$ cat src/rtl/first_nios2_system_sysid_pkg.sv
// Purpose: shared types and constants for the system-ID boot check.
// Latency: n/a (declarations only).
// Backpressure: n/a.
package first_nios2_system_sysid_pkg;

    // Check FSM state. Each encoding bit is one registered output, so the
    // Avalon strobe and the status flags come straight off flops:
    //   bit0 = avm_read / busy, bit1 = avm_address, bit2 = done, bit3 = timeout
    typedef enum logic [3:0] {
        ST_IDLE   = 4'b0000,
        ST_RD_ID  = 4'b0001,
        ST_RD_TS  = 4'b0011,
        ST_FINISH = 4'b0100,
        ST_ABORT  = 4'b1100
    } state_t;

    // Word offsets inside the system-ID slave.
    localparam logic SYSID_OFS_ID = 1'b0;
    localparam logic SYSID_OFS_TS = 1'b1;

    // Build-time defaults for the values the image is expected to carry.
    localparam logic [31:0] DEF_EXPECTED_ID        = 32'h0000_0000;
    localparam logic [31:0] DEF_EXPECTED_TIMESTAMP = 32'h524B_6315;
    localparam int unsigned DEF_TIMEOUT_CYCLES     = 255;

endpackage

$ cat src/rtl/first_nios2_system_sysid_check_if.sv
// Purpose: Avalon-MM read-only link between the sysid checker and the sysid slave.
// Latency: n/a (wires only).
// Backpressure: slave stalls the master with avm_waitrequest.
// Ports: avm_address/avm_read from master, avm_readdata/avm_waitrequest from slave.
interface first_nios2_system_sysid_check_if;
    logic        avm_address;
    logic        avm_read;
    logic [31:0] avm_readdata;
    logic        avm_waitrequest;

    modport master (
        output avm_address,
        output avm_read,
        input  avm_readdata,
        input  avm_waitrequest
    );

    modport slave (
        input  avm_address,
        input  avm_read,
        output avm_readdata,
        output avm_waitrequest
    );
endinterface

$ cat src/rtl/first_nios2_system_sysid_stallcnt.sv
// Purpose: counts waitrequest stall cycles of one read and flags the limit.
// Latency: count updates one cycle after enable; hit is a decode of the count.
// Backpressure: none; the count holds at the limit instead of wrapping.
// Ports: clock, reset_n, clear (priority over enable), enable, limit, hit.
module first_nios2_system_sysid_stallcnt #(
    parameter int unsigned WIDTH = 8
) (
    input  logic             clock,
    input  logic             reset_n,
    input  logic             clear,
    input  logic             enable,
    input  logic [WIDTH-1:0] limit,
    output logic             hit
);

    logic [WIDTH-1:0] count;

    always_ff @(posedge clock or negedge reset_n) begin
        if (!reset_n) begin
            count <= '0;
        end else if (clear) begin
            count <= '0;
        end else if (enable && !hit) begin
            count <= count + WIDTH'(1);
        end
    end

    assign hit = (count == limit);

endmodule

$ cat src/rtl/first_nios2_system_sysid_check.sv
// Purpose: reads sysid ID and timestamp words after reset/on start, compares to build values.
// Latency: start at edge N -> read addr 0 in N+1, addr 1 in N+2, done/matches from N+3 (+1 per stall).
// Backpressure: holds address/read while waitrequest=1; aborts after TIMEOUT_CYCLES stalled cycles.
// Ports: clock, reset_n, start; avm (Avalon-MM master modport);
//        status busy/done/timeout/id_match/ts_match; captured id_value/ts_value.
module first_nios2_system_sysid_check
    import first_nios2_system_sysid_pkg::*;
#(
    parameter logic [31:0] EXPECTED_ID        = DEF_EXPECTED_ID,
    parameter logic [31:0] EXPECTED_TIMESTAMP = DEF_EXPECTED_TIMESTAMP,
    parameter int unsigned TIMEOUT_CYCLES     = DEF_TIMEOUT_CYCLES,
    parameter bit          AUTO_START         = 1'b1
) (
    input  logic                             clock,
    input  logic                             reset_n,
    input  logic                             start,
    first_nios2_system_sysid_check_if.master avm,
    output logic                             busy,
    output logic                             done,
    output logic                             id_match,
    output logic                             ts_match,
    output logic                             timeout,
    output logic [31:0]                      id_value,
    output logic [31:0]                      ts_value
);

    localparam int CW = $clog2(TIMEOUT_CYCLES + 1);

    state_t state;
    state_t state_next;
    logic   auto_pend;
    logic   in_read;
    logic   rd_done;
    logic   stall_en;
    logic   stall_hit;
    logic   stall_abort;
    logic   stall_clear;

    assign in_read     = (state == ST_RD_ID) || (state == ST_RD_TS);
    assign rd_done     = in_read && !avm.avm_waitrequest;
    assign stall_en    = in_read && avm.avm_waitrequest;
    // Completion wins over a reached limit; the two are exclusive because a
    // completing cycle has waitrequest low.
    assign stall_abort = stall_en && stall_hit;
    // Clearing on every state change gives each read its own stall budget.
    assign stall_clear = (state_next != state);

    first_nios2_system_sysid_stallcnt #(
        .WIDTH (CW)
    ) u_stallcnt (
        .clock   (clock),
        .reset_n (reset_n),
        .clear   (stall_clear),
        .enable  (stall_en),
        .limit   (CW'(TIMEOUT_CYCLES)),
        .hit     (stall_hit)
    );

    // One-shot request that launches the first check after reset release.
    always_ff @(posedge clock or negedge reset_n) begin
        if (!reset_n) begin
            auto_pend <= AUTO_START;
        end else begin
            auto_pend <= 1'b0;
        end
    end

    always_ff @(posedge clock or negedge reset_n) begin
        if (!reset_n) begin
            state <= ST_IDLE;
        end else begin
            state <= state_next;
        end
    end

    always_comb begin
        state_next = state;
        case (state)
            ST_IDLE: begin
                if (start || auto_pend) begin
                    state_next = ST_RD_ID;
                end
            end
            ST_RD_ID: begin
                if (rd_done) begin
                    state_next = ST_RD_TS;
                end else if (stall_abort) begin
                    state_next = ST_ABORT;
                end
            end
            ST_RD_TS: begin
                if (rd_done) begin
                    state_next = ST_FINISH;
                end else if (stall_abort) begin
                    state_next = ST_ABORT;
                end
            end
            ST_FINISH, ST_ABORT: begin
                if (start) begin
                    state_next = ST_RD_ID;
                end
            end
            default: begin
                state_next = ST_IDLE;
            end
        endcase
    end

    // Outputs are individual state bits, so nothing here decodes inputs.
    always_comb begin
        avm.avm_read    = state[0];
        avm.avm_address = state[1] ? SYSID_OFS_TS : SYSID_OFS_ID;
        busy            = state[0];
        done            = state[2];
        timeout         = state[3];
    end

    // Capture registers and match flags. The timestamp compare uses readdata
    // directly so the flags land on the same edge as done.
    always_ff @(posedge clock or negedge reset_n) begin
        if (!reset_n) begin
            id_value <= '0;
            ts_value <= '0;
            id_match <= 1'b0;
            ts_match <= 1'b0;
        end else begin
            if ((state == ST_RD_ID) && rd_done) begin
                id_value <= avm.avm_readdata;
            end
            if ((state == ST_RD_TS) && rd_done) begin
                ts_value <= avm.avm_readdata;
                id_match <= (id_value == EXPECTED_ID);
                ts_match <= (avm.avm_readdata == EXPECTED_TIMESTAMP);
            end
            // A new check or an abort leaves no stale verdict behind.
            if (((state_next == ST_RD_ID) && (state != ST_RD_ID)) ||
                (state_next == ST_ABORT)) begin
                id_match <= 1'b0;
                ts_match <= 1'b0;
            end
        end
    end

endmodule

$ cat src/flat_wrapper.sv
// flat-port wrapper written by rule: the top's interface ports become plain ports
module first_nios2_system_sysid_check_flat import first_nios2_system_sysid_pkg::*;
#(
    parameter logic [31:0] EXPECTED_ID        = DEF_EXPECTED_ID,
    parameter logic [31:0] EXPECTED_TIMESTAMP = DEF_EXPECTED_TIMESTAMP,
    parameter int unsigned TIMEOUT_CYCLES     = DEF_TIMEOUT_CYCLES,
    parameter bit          AUTO_START         = 1'b1
)
  (clock, reset_n, start, busy, done, id_match, ts_match, timeout, id_value, ts_value, avm_avm_address, avm_avm_read, avm_avm_readdata, avm_avm_waitrequest);
  first_nios2_system_sysid_check_if avm_i ();
  input  logic clock;
  input  logic reset_n;
  input  logic start;
  output logic busy;
  output logic done;
  output logic id_match;
  output logic ts_match;
  output logic timeout;
  output logic [31:0] id_value;
  output logic [31:0] ts_value;
  output wire logic [$bits(avm_i.avm_address)-1:0] avm_avm_address;
  output wire logic [$bits(avm_i.avm_read)-1:0] avm_avm_read;
  input wire logic [$bits(avm_i.avm_readdata)-1:0] avm_avm_readdata;
  input wire logic [$bits(avm_i.avm_waitrequest)-1:0] avm_avm_waitrequest;
  assign avm_avm_address = avm_i.avm_address;
  assign avm_avm_read = avm_i.avm_read;
  assign avm_i.avm_readdata = avm_avm_readdata;
  assign avm_i.avm_waitrequest = avm_avm_waitrequest;
  first_nios2_system_sysid_check #(.EXPECTED_ID(EXPECTED_ID), .EXPECTED_TIMESTAMP(EXPECTED_TIMESTAMP), .TIMEOUT_CYCLES(TIMEOUT_CYCLES), .AUTO_START(AUTO_START)) u_core (.clock(clock), .reset_n(reset_n), .start(start), .avm(avm_i), .busy(busy), .done(done), .id_match(id_match), .ts_match(ts_match), .timeout(timeout), .id_value(id_value), .ts_value(ts_value));
endmodule
$ cat config.mk
export PLATFORM = sky130hd
export DESIGN_NAME = first_nios2_system_sysid_check_flat
export DESIGN_NICKNAME = d
export VERILOG_FILES = /design/src/rtl/first_nios2_system_sysid_pkg.sv /design/src/rtl/first_nios2_system_sysid_check_if.sv /design/src/rtl/first_nios2_system_sysid_stallcnt.sv /design/src/rtl/first_nios2_system_sysid_check.sv /design/src/flat_wrapper.sv
export SDC_FILE = /design/constraint.sdc
export NUM_CORES = 1
export LEC_CHECK = 0
export BUFFER_PORTS_ARGS = -buffer_cell sky130_fd_sc_hd__buf_2
export CORE_MARGIN = 8
export CORE_UTILIZATION = 54
export CTS_CLUSTER_SIZE = 24
export DETAILED_ROUTE_END_ITERATION = 6
export MAX_ROUTING_LAYER = met4
export PLACE_DENSITY = 0.94
export SLEW_MARGIN = 30
export SYNTH_ARGS = -nofsm -noshare
export SYNTH_HDL_FRONTEND = slang
export SYNTH_SLANG_ARGS = --single-unit
export TNS_END_PERCENT = 50
$ cat constraint.sdc
create_clock -name clock -period 6 [get_ports clock]
set_clock_uncertainty 0.15 [all_clocks]
set_input_delay 1.2 -clock clock [delete_from_list [all_inputs] [get_ports clock]]
set_output_delay 1.2 -clock clock [all_outputs]
set_load 0.01 [all_outputs]
### After elaboration in Yosys (flattened, before gate mapping)

Cells that the tools add are included.

* bits in registers: 79
* input port bits: 36
* output and inout port bits: 71
* word-level logic and storage cells: 48

* add/subtract/negate cells: 1
* eq/ne operators: 10
* multiplexer cells: 13
* reductions and logical operators: 17

Operators by type and width (count)
* $eq A32 B31 Y1 const B: 1
* $logic_not A32 Y1: 1
* $mux W4: 5
* $mux W8: 2
* $pmux W4 S4: 1
* $add A8 B1 Y8 const B: 1
* $eq A4 B1 Y1 const B: 2
* $eq A4 B4 Y1 const B: 2
* $eq A8 B8 Y1 const B: 1
* $logic_and A1 B1 Y1: 7
* $mux W1: 5
* $eq A4 B2 Y1 const B: 1
* $eq A4 B3 Y1 const B: 1
* $logic_not A4 Y1: 1
* $ne A4 B1 Y1 const B: 1
* $ne A4 B4 Y1: 1
* $reduce_bool A2 Y1: 2
* $logic_or A1 B1 Y1: 3
* $logic_not A1 Y1: 2
* $reduce_or A2 Y1: 1

### Depth between registers and ports, before layout

Gate-level depths: netlist of the first run.

* depth after elaboration: 11
* depth in mapped cells: 6
* gate-level depth less buffers: 5

### Modules after synthesis

From an unflattened synthesis of the first run, not the netlist that was laid out.

* cell total of the unflattened synthesis: 250
* area total of the unflattened synthesis: 3602.2 um^2

Modules (own cells, without submodules)
* first_nios2_system_sysid_check: instances 1, cells an instance 195, area each 3075.4 um^2, sequential area each 1778.0 um^2
* first_nios2_system_sysid_stallcnt: instances 1, cells an instance 55, area each 526.8 um^2, sequential area each 200.2 um^2

### Worst setup path before layout of the first run

Ideal clock, no wire load.

* path kind: input to register
* start point: input port avm_avm_waitrequest
* end point: register u_core.u_stallcnt.count[3]
* setup time: 82 ps
* data arrival time: 2329 ps
* required time: 5768 ps
* setup slack: 3439 ps
* stages: 5
* path buffers: 1
* path through: and4bb_2 > clkbuf_1 > o21ai_0 > or3_1 > a21oi_1

* longest elaborated chain between the ends: 7
* elaborated cells on any way between the ends: 12
* classes of those cells: 1 x eq/ne; 5 x mux; 6 x reduce/logical

RTL lines
* from (decl): RTL line flat_wrapper.sv:24 `input wire logic [$bits(avm_i.avm_waitrequest)-1:0] avm_avm_waitrequest;`
* $logic_and A1 B1 Y1: RTL line first_nios2_system_sysid_check.sv:41 `assign stall_en = in_read && avm.avm_waitrequest;`
* $logic_and A1 B1 Y1: RTL line first_nios2_system_sysid_check.sv:44 `assign stall_abort = stall_en && stall_hit;`
* $mux W4: RTL line first_nios2_system_sysid_check.sv:87, first_nios2_system_sysid_check.sv:94
* $mux W4 (on tied branches): RTL line first_nios2_system_sysid_check.sv:92, first_nios2_system_sysid_check.sv:85
* $pmux W4 S4: RTL line first_nios2_system_sysid_check.sv:78 `case (state)`
* $ne A4 B4 Y1: RTL line first_nios2_system_sysid_check.sv:46 `assign stall_clear = (state_next != state);`
* $mux W8 or $reduce_bool A2 Y1 (tied branches)
* to (signal assigned): RTL line first_nios2_system_sysid_stallcnt.sv:24 `count <= count + WIDTH'(1);`
* to (decl): RTL line first_nios2_system_sysid_stallcnt.sv:16 `logic [WIDTH-1:0] count;`

Parallel ways exist; a longest one is shown, timed or not.
A chain may end at the register's enable or synchronous reset.

### Final worst setup path of the first run

* start point: input port avm_avm_waitrequest
* end point: register u_core.ts_match

* longest elaborated chain between the ends: 9
* elaborated cells on any way between the ends: 15
* classes of those cells: 2 x eq/ne; 5 x mux; 8 x reduce/logical

RTL lines
* $logic_and A1 B1 Y1: RTL line first_nios2_system_sysid_check.sv:41
* $logic_and A1 B1 Y1: RTL line first_nios2_system_sysid_check.sv:44
* $mux W4: RTL line first_nios2_system_sysid_check.sv:87, first_nios2_system_sysid_check.sv:94
* $mux W4 (on tied branches): RTL line first_nios2_system_sysid_check.sv:92, first_nios2_system_sysid_check.sv:85
* $pmux W4 S4: RTL line first_nios2_system_sysid_check.sv:78
* $eq A4 B1 Y1: RTL line first_nios2_system_sysid_check.sv:136 `if (((state_next == ST_RD_ID) && (state != ST_RD_ID)) ||`
* $logic_and A1 B1 Y1: RTL line first_nios2_system_sysid_check.sv:136
* $logic_or A1 B1 Y1: RTL line first_nios2_system_sysid_check.sv:136
* $mux W1 or $reduce_bool A2 Y1 (tied branches)
* to (signal assigned): RTL line first_nios2_system_sysid_check.sv:133 `ts_match <= (avm.avm_readdata == EXPECTED_TIMESTAMP);`
* to (decl): RTL line first_nios2_system_sysid_check.sv:21 `output logic ts_match,`

Parallel ways exist; a longest one is shown, timed or not.

==> results of run 1 <==
-- final cells by class --
cell class	instances	area (µm²)	area share
sequential	79	1980	0.483
multi-input combinational	146	1260	0.309
timing repair buffer	108	552	0.135
clock buffer	12	155	0.0379
tap	75	93.8	0.0229
clock inverter	3	42.5	0.0104
inverter	2	7.51	0.00183
-- state kept, by name (all words and copies together) (netlist names) --
signal / cells
u_core.ts_value: 32
u_core.ts_match: 1
u_core.state: 4
u_core.id_match: 1
u_core.auto_pend: 1
u_core.id_value: 32
u_core.u_stallcnt.count: 8
-- metrics by stage --
| step | instance area [µm²] | setup WS (ns) | util |
|---|---|---|---|
| CTS | 4090 | 3.45 | 0.691 |
| global placement | 3890 | 3.13 | 0.657 |
| detailed placement | 3890 | 3.09 | 0.657 |
| finish | 4090 | 3.44 | 0.691 |
| floorplan | 3300 | 3.44 | - |
| global route | 4090 | 3.41 | 0.691 |
-- kinds of logic (layout without fill, tap and decap cells) --
logic type / count (synthesis) / count (layout) / synth area share
buf+inv: 12 / 125 / 0.0171
simple gates: 56 / 56 / 0.106
xor+xnor: 5 / 5 / 0.0133
flops: 79 / 79 / 0.600
mux: 65 / 65 / 0.222
fa+ha+maj: 1 / 1 / 0.00379
other cells: 1 / 1 / 0.00114
compound gates: 18 / 18 / 0.0376
-- critical path, cell delays in order --
cell	delay [ns]
buf_2	0.12
or3_1	0.35
buf_4	0.28
or4_1	0.56
a21boi_1	0.16
-- per-layer routing --
metal | global-route usage | up-vias | wire length, µm
met4 | 0.0938 | 0 | 134
met5 | - | - | 0
met2 | 0.309 | 82 | 4280
met3 | 0.0344 | 14 | 399
met1 | 0.227 | 1219 | 3340
li1 | - | 1091 | -
-- power by group --
group / switching, mW / leakage [nW] / internal, mW
Clock: 0.183 / 0.0985 / 0.212
Sequential: 0.164 / 0.961 / 0.767
Combinational: 0.402 / 0.867 / 0.410
-- cells in the final DEF (no fill, tap or decap), drive strengths merged, types with 2 or more instances in the layout --
cell type	instances
clkbuf	12
nor3	2
a21oi	3
inv	2
nor4b	2
mux2	64
nor2	8
nand4	9
a21boi	3
o211ai	4
nor4	8
nand3	3
or3	4
xor2	4
and3	2
o21ai	3
nand2	5
nor4bb	5
dfrtp	78
buf	108
-- worst max path at each step --
stage / slack (ns) / end / start / cells past startpoint
after floorplan: 3.44 / u_core.u_stallcnt.count[3]$_DFFE_PN0P_ / avm_avm_waitrequest / 5
after global placement: 3.13 / u_core.ts_match$_DFFE_PN0P_ / avm_avm_waitrequest / 5
after detailed placement: 3.09 / u_core.ts_match$_DFFE_PN0P_ / avm_avm_waitrequest / 5
after CTS: 3.45 / u_core.ts_match$_DFFE_PN0P_ / avm_avm_waitrequest / 5
after global routing: 3.41 / u_core.ts_match$_DFFE_PN0P_ / avm_avm_waitrequest / 5
final: 3.44 / u_core.ts_match$_DFFE_PN0P_ / avm_avm_waitrequest / 5
==> metrics.csv, run 1 <==
stage;metric;value;unit
run_status;status;complete, no violations;
routing;drt_iter0_drc;110;
worst_hold_path;worstHoldEndpoint;u_core.ts_value[23]$_DFFE_PN0P_;
yosys;synth_top_cell_by_area;dfrtp_1;
grt;grt_start_max_net_pins;80;
power;p_leak;1.93;nW
placed_design;port_buffers;106;
critical_path;crit-reg2reg-launch;u_core.state[3]$_DFF_PN0_;
critical_path;required;6.12;ns
final_layout;n_antenna_cell;0;
critical_path;critical_path_class;in -> reg;
yosys;avgSynthCellArea;13.9;µm²
timing;post-route-min-period;2.56;ns
yosys;synth_seq_cells;79;
die;die_h;94.2;µm
cts;h-tree-depth;3;
cts;cts_tree;yes;
timing;rsz0062_at_grt;false;
critical_path;crit_path_end_kind;flop;
yosys;ys.warnings.count;0;
yosys;synthesis.nets;274;
critical_path;reg2reg_depth;5;
critical_path;r2r-end;u_core.ts_match$_DFFE_PN0P_;
timing;hold_viol;0;
die;initial_core_util;0.557;
final_layout;fin_cells;425;
routing;wl;8.16;mm
cts;post_cts_buffers;0;
power;vdd_drop_max;298;µV
die;rows;28;
critical_path;cp_max_fo;36;
grt;grt_pass1_wl;12.9;mm
yosys;synth_commonest_cells;dfrtp_1, mux2_2, nand4_1;
cts;cts_hold_buf;0;
worst_hold_path;min_path_type;reg -> reg;
yosys;synth_area;3300;µm²
routing;drt_pass1_iterations;4;
placed_design;dp_hpwl;5.90;mm
final_layout;synthToLayoutAreaGrowth;24.1;%
timing;hold_ws;0.355;ns
critical_path;critPathArrivalTime;2.68;ns
cts;clock-sinks;79;
yosys;synthTopCellsByArea;dfrtp_1, mux2_2, nand4_1;
routing;vias;2406;
power;power;2.14;mW
timing;slew_violations;0;
cts;clockRootBuffer;clkbuf_8;
routing;post_drt_wl_per_cell;19.2;µm
power;p_per_area;523;nW/µm²
die;core_area;5920;µm²
die;dieArea;8860;µm²
yosys;synth_edf_count;0;
yosys;synth_top_flop_cell;dfrtp_1;
timing;max_freq;0.391;GHz
cts;cts_buffer_depth;2;
yosys;synthArstFlopShare;1.00;
die;num_io_pins;107;
yosys;yosysTopAreaCellShare;0.592;
timing;fin_crit_sh;0.426;
grt;grt_usage;0.192;
worst_hold_path;whs_path_depth;1;
timing;tightest_slew;0.716;ns
cts;numCtsBuffers;9;
routing;final_antenna_net_count;0;
cts;cts_resized;0;
timing;setup_viol;0;
timing;slew_headroom;0.523;
die;die_w;94.2;µm
worst_hold_path;hp-start;u_core.ts_value[23]$_DFFE_PN0P_;
yosys;synth_cells;237;
final_layout;fin_nets;383;
grt;grt_pass1_vias;2570;
critical_path;startpoint_type;input pin;
timing;finalSetupTns;0;ns
routing;viasPerCell;5.66;
placed_design;dp_cells;410;
placed_design;routabilityCongestion;0.792;
yosys;ys_types;41;
grt;antenna_found_initial;0;
final_layout;nFillCells;422;
yosys;yosysMostFrequentCell;dfrtp_1;
cts;worstSkewPairLatency;0.34;ns
routing;drcViolationCount;0;
cts;path_clk_slew;0.08;ns
critical_path;reg2reg_slack;3.59;ns
flow_run;max-cap-violations;0;
yosys;yosysSeqAreaShare;0.600;
final_layout;drive_above_1_share;0.537;
grt;grt_overflow;0;
Power figures use the tool's default switching activity.
==> inputs of run 2 (changes only) <==
--- a/config.mk
+++ b/config.mk
@@ -5,13 +5,14 @@
 export SDC_FILE = /design/constraint.sdc
 export NUM_CORES = 1
 export LEC_CHECK = 0
+export ABC_AREA = 1
 export BUFFER_PORTS_ARGS = -buffer_cell sky130_fd_sc_hd__buf_2
 export CORE_MARGIN = 8
-export CORE_UTILIZATION = 54
+export CORE_UTILIZATION = 51
 export CTS_CLUSTER_SIZE = 24
 export DETAILED_ROUTE_END_ITERATION = 6
 export MAX_ROUTING_LAYER = met4
-export PLACE_DENSITY = 0.94
+export PLACE_DENSITY = 0.9
 export SLEW_MARGIN = 30
 export SYNTH_ARGS = -nofsm -noshare
 export SYNTH_HDL_FRONTEND = slang
==> constraint.sdc (replaced) <==
create_clock -name clock -period 2.7 [get_ports clock]
set_clock_uncertainty 0.15 [all_clocks]
set_input_delay 0.54 -clock clock [delete_from_list [all_inputs] [get_ports clock]]
set_output_delay 0.54 -clock clock [all_outputs]
set_load 0.01 [all_outputs]
==> metrics.csv, run 2 <==
stage;metric;value;unit
run_status;status;complete, no violations;
critical_path;cp_common_cell;nand2_1;
timing;slew_headroom;0.587;
die;rows;30;
timing;post-route-min-period;2.01;ns
cts;cts_resized;0;
final_layout;drive_above_1_share;0.300;
timing;setup_viol;0;
yosys;synth_top_flop_cell;dfrtp_1;
die;num_io_pins;107;
routing;viasPerCell;5.22;
final_layout;top_regs;u_core.id_value (32), u_core.ts_value (32), u_core.u_stallcnt.count (8);
critical_path;cpPeakStageDelay;0.43;ns
final_layout;final_common_cell;buf_2;
final_layout;multiInputGateArea;1200;µm²
timing;rsz0062_at_grt;false;
timing;tightest_slew;0.620;ns
grt;grt_pass1_wl;14.8;mm
cts;clock-sinks;79;
die;die_w;97.9;µm
yosys;synth_top_cell_by_area;dfrtp_1;
grt;antenna_found_initial;0;
yosys;synth_area;3420;µm²
power;p_leak;2.26;nW
critical_path;required;2.78;ns
critical_path;cp_max_fo;30;
critical_path;slowest_stage;dfrtp_1;
final_layout;postLayoutCellArea;4250;µm²
routing;post_drt_wl_per_cell;15.3;µm
power;p_sw;1.92;mW
yosys;synth_commonest_cells;nand2_1, dfrtp_1, inv_1;
placed_design;dp_cells;560;
critical_path;crit_path_end_kind;flop;
critical_path;cp.depth;7;
die;initial_core_util;0.515;
yosys;avgSynthCellArea;8.91;µm²
final_layout;seq_area;1980;µm²
routing;drcViolationCount;0;
grt;grt_start_max_net_pins;49;
yosys;synthTopCellsByArea;dfrtp_1, nand2_1, o21ai_1;
critical_path;worst-path-buf-inv;1;
placed_design;dp_hpwl;6.45;mm
power;intPower;2.96;mW
routing;vias;3008;
final_layout;fin_nets;528;
timing;finalSetupTns;0;ns
yosys;synth_cells;384;
critical_path;critPathArrivalTime;2.09;ns
critical_path;reg2reg_depth;7;
routing;drt_iter0_drc;165;
cts;worstSkewPairLatency;0.34;ns
final_layout;final_cell_mix;buf_2, nand2_1, dfrtp_1;
die;die_h;97.9;µm
power;power_frac_clock;0.202;
yosys;synth_edf_count;0;
yosys;ys_types;32;
power;vdd_drop_max;589;µV
yosys;ys.warnings.count;0;
cts;numCtsBuffers;9;
power;p_per_area;1150;nW/µm²
placed_design;port_buffers;106;
power;sw_frac_of_total;0.393;
die;dieArea;9580;µm²
cts;cts_hold_buf;0;
cts;post_cts_buffers;0;
yosys;yosysMostFrequentCell;nand2_1;
yosys;synthesis.nets;421;
routing;final_antenna_net_count;0;
critical_path;startpoint_type;flop;
grt;grt_usage;0.194;
critical_path;cpLargestDelayFamily;simple AND/OR/NAND/NOR gates;
final_layout;synthToLayoutAreaGrowth;24.4;%
grt;grt_pass1_vias;3057;
timing;max_freq;0.498;GHz
critical_path;critical_path_class;reg -> reg;
worst_hold_path;min_path_type;in -> async;
critical_path;r2r-end;u_core.ts_value[27]$_DFFE_PN0P_;
final_layout;nFillCells;524;
cts;h-tree-depth;3;
yosys;yosysSeqAreaShare;0.578;
critical_path;reg2reg_slack;0.69;ns
flow_run;max-cap-violations;0;
power;p_seq_frac;0.419;
cts;cts_buffer_depth;2;
cts;cts_tree;yes;
power;power_frac_comb;0.379;
yosys;synth_seq_cells;79;
final_layout;n_antenna_cell;0;
timing;hold_viol;0;
die;core_area;6640;µm²
yosys;synthArstFlopShare;1.00;
critical_path;crit-reg2reg-launch;u_core.state[3]$_DFF_PN0_;
timing;hold_ws;0.0536;ns
final_layout;fin_cells;576;
cts;clockRootBuffer;clkbuf_8;
placed_design;routabilityCongestion;0.916;
cts;path_clk_slew;0.08;ns
timing;slew_violations;0;
routing;wl;8.80;mm
critical_path;path_cells;nor2_4 > nand2_1 > nor2_2 > nand2_2 > buf_4 > nand2_1 > o21ai_1;
yosys;yosysTopAreaCellShare;0.571;
routing;drt_pass1_iterations;5;
timing;fin_crit_sh;0.743;
grt;grt_overflow;0;
placed_design;place_area;4030;µm²
==> run 2: final cells by class <==
cell class	instances	area share
inverter	44	0.0400
timing repair buffer	111	0.137
clock inverter	3	0.0153
multi-input combinational	246	0.282
sequential	79	0.465
clock buffer	13	0.0374
tap	80	0.0235
==> run 2: logic make-up (layout without fill, tap and decap cells) <==
| logic type | Yosys count | in the layout | share of synthesized area |
|---|---|---|---|
| AOI/OAI and AO/OA | 69 | 69 | 0.103 |
| xor gates and xnor gates | 4 | 4 | 0.0102 |
| adders and majority gates | 1 | 1 | 0.00366 |
| buffers and inverters | 59 | 171 | 0.0713 |
| DFF | 79 | 79 | 0.578 |
| muxes | 1 | 1 | 0.00329 |
| other | 1 | 1 | 0.00110 |
| and+or+nand+nor | 170 | 170 | 0.229 |
==> run 2: metrics by stage <==
stage	worst slack (ns)	power, mW	util
final	0.693	4.88	0.640
after global routing	0.503	5.21	0.640
after CTS	0.689	4.90	0.640
after detailed placement	0.709	3.90	0.607
after global placement	0.772	3.81	0.607
after floorplan	1.10	3.10	-
==> run 2: worst reg2reg max path, cell delays in order (launching register included) <==
cell	delay, ns
dfrtp_1	0.43
nor2_4	0.20
nand2_1	0.09
nor2_2	0.16
nand2_2	0.37
buf_4	0.36
nand2_1	0.08
o21ai_1	0.06
==> run 2: power groups by stage <==
stage	Combinational [mW]	Clock, mW	Sequential [mW]
after floorplan	0.887	0	2.21
after global placement	1.78	0	2.03
after detailed placement	1.86	0	2.04
after CTS	1.87	1.00	2.03
after global routing	2.07	1.05	2.09
final	1.85	0.987	2.04
==> run 2: metal layers <==
metal / track usage / share of wire
met5: - / 0
met4: 0.0959 / 0.028
met3: 0.0341 / 0.045
met2: 0.317 / 0.51
met1: 0.226 / 0.42
==> run 2: worst max path at each step <==
stage,startpoint,endpoint
2_1_floorplan,u_core.u_stallcnt.count[0]$_DFFE_PN0P_,u_core.u_stallcnt.count[4]$_DFFE_PN0P_
3_3_place_gp,avm_avm_waitrequest,u_core.ts_value[22]$_DFFE_PN0P_
3_5_place_dp,u_core.state[2]$_DFF_PN0_,u_core.ts_value[27]$_DFFE_PN0P_
4_1_cts,u_core.state[3]$_DFF_PN0_,u_core.ts_value[21]$_DFFE_PN0P_
5_1_grt,u_core.state[3]$_DFF_PN0_,u_core.ts_value[16]$_DFFE_PN0P_
6_report,u_core.state[3]$_DFF_PN0_,u_core.ts_value[27]$_DFFE_PN0P_
==> inputs of run 3 (changes only) <==
--- a/config.mk
+++ b/config.mk
@@ -8,11 +8,11 @@
 export ABC_AREA = 1
 export BUFFER_PORTS_ARGS = -buffer_cell sky130_fd_sc_hd__buf_2
 export CORE_MARGIN = 8
-export CORE_UTILIZATION = 51
+export CORE_UTILIZATION = 46
 export CTS_CLUSTER_SIZE = 24
 export DETAILED_ROUTE_END_ITERATION = 6
 export MAX_ROUTING_LAYER = met4
-export PLACE_DENSITY = 0.9
+export PLACE_DENSITY = 0.86
 export SLEW_MARGIN = 30
 export SYNTH_ARGS = -nofsm -noshare
 export SYNTH_HDL_FRONTEND = slang
==> constraint.sdc (replaced) <==
create_clock -name clock -period 1.7 [get_ports clock]
set_clock_uncertainty 0.15 [all_clocks]
set_input_delay 0.34 -clock clock [delete_from_list [all_inputs] [get_ports clock]]
set_output_delay 0.34 -clock clock [all_outputs]
set_load 0.01 [all_outputs]
==> metrics.csv, run 3 (same netlist as run 2, synthesis figures left out) <==
stage;metric;value;unit
final_layout;multiInputGateArea;1240;µm²
power;sw_frac_of_total;0.394;
cts;clockRootBuffer;clkbuf_8;
worst_hold_path;hp-start;avm_avm_readdata[30];
grt;use_met3;0.0456;
cts;numCtsBuffers;9;
final_layout;synthToLayoutAreaGrowth;33.3;%
timing;post-route-min-period;1.74;ns
routing;drt_iter0_drc;172;
timing;max_freq;0.574;GHz
final_layout;final_cell_mix;buf_2, nand2_1, dfrtp_1;
cts;h-tree-depth;3;
power;power_frac_clock;0.179;
critical_path;critical_path_class;reg -> reg;
run_status;status;finished with violations;
timing;slew_violations;0;
critical_path;cp-startpoint;u_core.u_stallcnt.count[0]$_DFFE_PN0P_;
cts;clock-sinks;79;
critical_path;reg2reg_depth;10;
grt;busiest_layer;met2;
die;die_w;102;µm
die;dieArea;10500;µm²
critical_path;crit-reg2reg-launch;u_core.u_stallcnt.count[0]$_DFFE_PN0P_;
final_layout;postLayoutCellArea;4560;µm²
final_layout;fin_nets;550;
cts;path_clk_slew;0.08;ns
critical_path;cp_max_fo;8;
grt;grt_overflow;0;
placed_design;dp_hpwl;6.58;mm
critical_path;critPathArrivalTime;1.86;ns
placed_design;port_buffers;106;
final_layout;final_common_cell;buf_2;
power;p_per_area;1780;nW/µm²
grt;gr-usage-met1;0.213;
routing;final_antenna_net_count;0;
timing;fin_crit_sh;1.02;
power;intPower;4.91;mW
die;num_io_pins;107;
final_layout;nFillCells;580;
critical_path;crit_path_end_kind;flop;
critical_path;startpoint_type;flop;
routing;post_drt_wl_per_cell;15.3;µm
die;core_area;7210;µm²
routing;wl;9.47;mm
worst_hold_path;whs_path_depth;3;
power;p_sw;3.19;mW
power;power_frac_comb;0.429;
final_layout;drive_above_1_share;0.347;
critical_path;r2r-end;u_core.u_stallcnt.count[0]$_DFFE_PN0P_;
cts;cts_tree;yes;
power;p_leak;2.41;nW
placed_design;routabilityCongestion;0.915;
power;vdd_drop_max;826;µV
grt;grt.met2_usage;0.288;
routing;vias;3087;
final_layout;n_antenna_cell;0;
timing;hold_viol;0;
timing;fin_ws;-0.0416;ns
placed_design;place_area;4130;µm²
cts;cts_buffer_depth;2;
flow_run;max-cap-violations;0;
grt;grt_pass1_wl;14.4;mm
power;p_seq_frac;0.392;
final_layout;seq_area;1980;µm²
grt;grt_pass1_vias;3091;
grt;grt_usage;0.179;
routing;drcViolationCount;0;
grt;grt_start_max_net_pins;80;
timing;setup_viol;6;
timing;rsz0062_at_grt;true;
die;rows;31;
die;die_h;102;µm
routing;viasPerCell;5.00;
timing;finalSetupTns;-0.0965;ns
run_status;violations;setup timing;
grt;antenna_found_initial;0;
critical_path;required;1.82;ns
final_layout;top_regs;u_core.id_value (32), u_core.ts_value (32), u_core.u_stallcnt.count (8);
worst_hold_path;worstHoldEndpoint;u_core.ts_value[30]$_DFFE_PN0P_;
die;initial_core_util;0.474;
worst_hold_path;min_path_type;in -> reg;
routing;drt_pass1_iterations;5;
cts;worstSkewPairLatency;0.34;ns
critical_path;reg2reg_slack;-0.04;ns
-- run 3: cell types whose count changed in the layout (fill, tap and decap cells not counted), sizes merged --
cell,change
dlygate4sd3,+1
clkbuf,+2
bufinv,-1
clkinv,+1
buf,+19
-- run 3: stage by stage --
step | setup WS, ns | util | hold WS, ns | total power [mW] | instances
finish | -0.0416 | 0.632 | 0.0956 | 8.10 | 617
detailed placement | -0.0250 | 0.572 | 0.248 | 6.33 | 584
global route | -0.113 | 0.632 | 0.112 | 8.69 | 617
CTS | 0.00707 | 0.608 | 0.0898 | 7.84 | 604
global placement | 0.0783 | 0.572 | 0.244 | 6.20 | 584
floorplan | 0.101 | - | -0.106 | 4.93 | 384
-- run 3: layer usage --
layer,share of wire,vias to the layer above
met5,0,-
met4,0.020,0
met3,0.055,24
met2,0.48,104
met1,0.44,1471
li1,-,1488
-- run 3: worst max-delay path by stage --
| stage | end | slack [ns] | depth (start not counted) |
|---|---|---|---|
| 6_report | u_core.u_stallcnt.count[0]$_DFFE_PN0P_ | -0.04 | 10 |
| 5_1_grt | u_core.u_stallcnt.count[0]$_DFFE_PN0P_ | -0.11 | 10 |
| 2_1_floorplan | u_core.u_stallcnt.count[4]$_DFFE_PN0P_ | 0.10 | 10 |
| 3_3_place_gp | u_core.u_stallcnt.count[4]$_DFFE_PN0P_ | 0.08 | 10 |
| 3_5_place_dp | u_core.u_stallcnt.count[5]$_DFFE_PN0P_ | -0.02 | 10 |
| 4_1_cts | u_core.u_stallcnt.count[1]$_DFFE_PN0P_ | 0.007 | 10 |
-- run 3: cell type report --
class | count | share of cell area
clock buffers | 13 | 0.0370
clock inverters | 3 | 0.00878
inverters | 44 | 0.0373
multi-input cells | 246 | 0.273
flip-flops and latches | 79 | 0.434
well taps | 99 | 0.0272
repair buffers | 133 | 0.183
-- run 3: critical path, stage by stage, from the launching register on --
cell and delay, ns:
dfrtp_1 0.41, ha_2 0.20, inv_2 0.07, nor2_2 0.04, nand2_2 0.15, nand2_4 0.11
nand2_4 0.09, nand2_4 0.05, nor2_4 0.09, nand3_4 0.15, nor2_2 0.16
-- run 3: power by group through the flow --
| stage | registers (mW) | logic [mW] | clock network, mW |
|---|---|---|---|
| 4_1_cts | 3.16 | 3.21 | 1.47 |
| 5_1_grt | 3.28 | 3.85 | 1.56 |
| 6_report | 3.17 | 3.47 | 1.45 |
| 3_5_place_dp | 3.18 | 3.15 | 0 |
| 3_3_place_gp | 3.16 | 3.04 | 0 |
| 2_1_floorplan | 3.52 | 1.41 | 0 |
-- run 3: repair_timing --
| item | CTS | global route |
|---|---|---|
| buffers inserted | 3 | 11 |
| cloned | 0 | 2 |
| pin swaps | 5 | 10 |
| hold buffers | 1 | 0 |
| gates resized for setup | 5 | 11 |
| setup endpoints to repair | 8 | 38 |
| hold endpoints to repair | 78 | 0 |
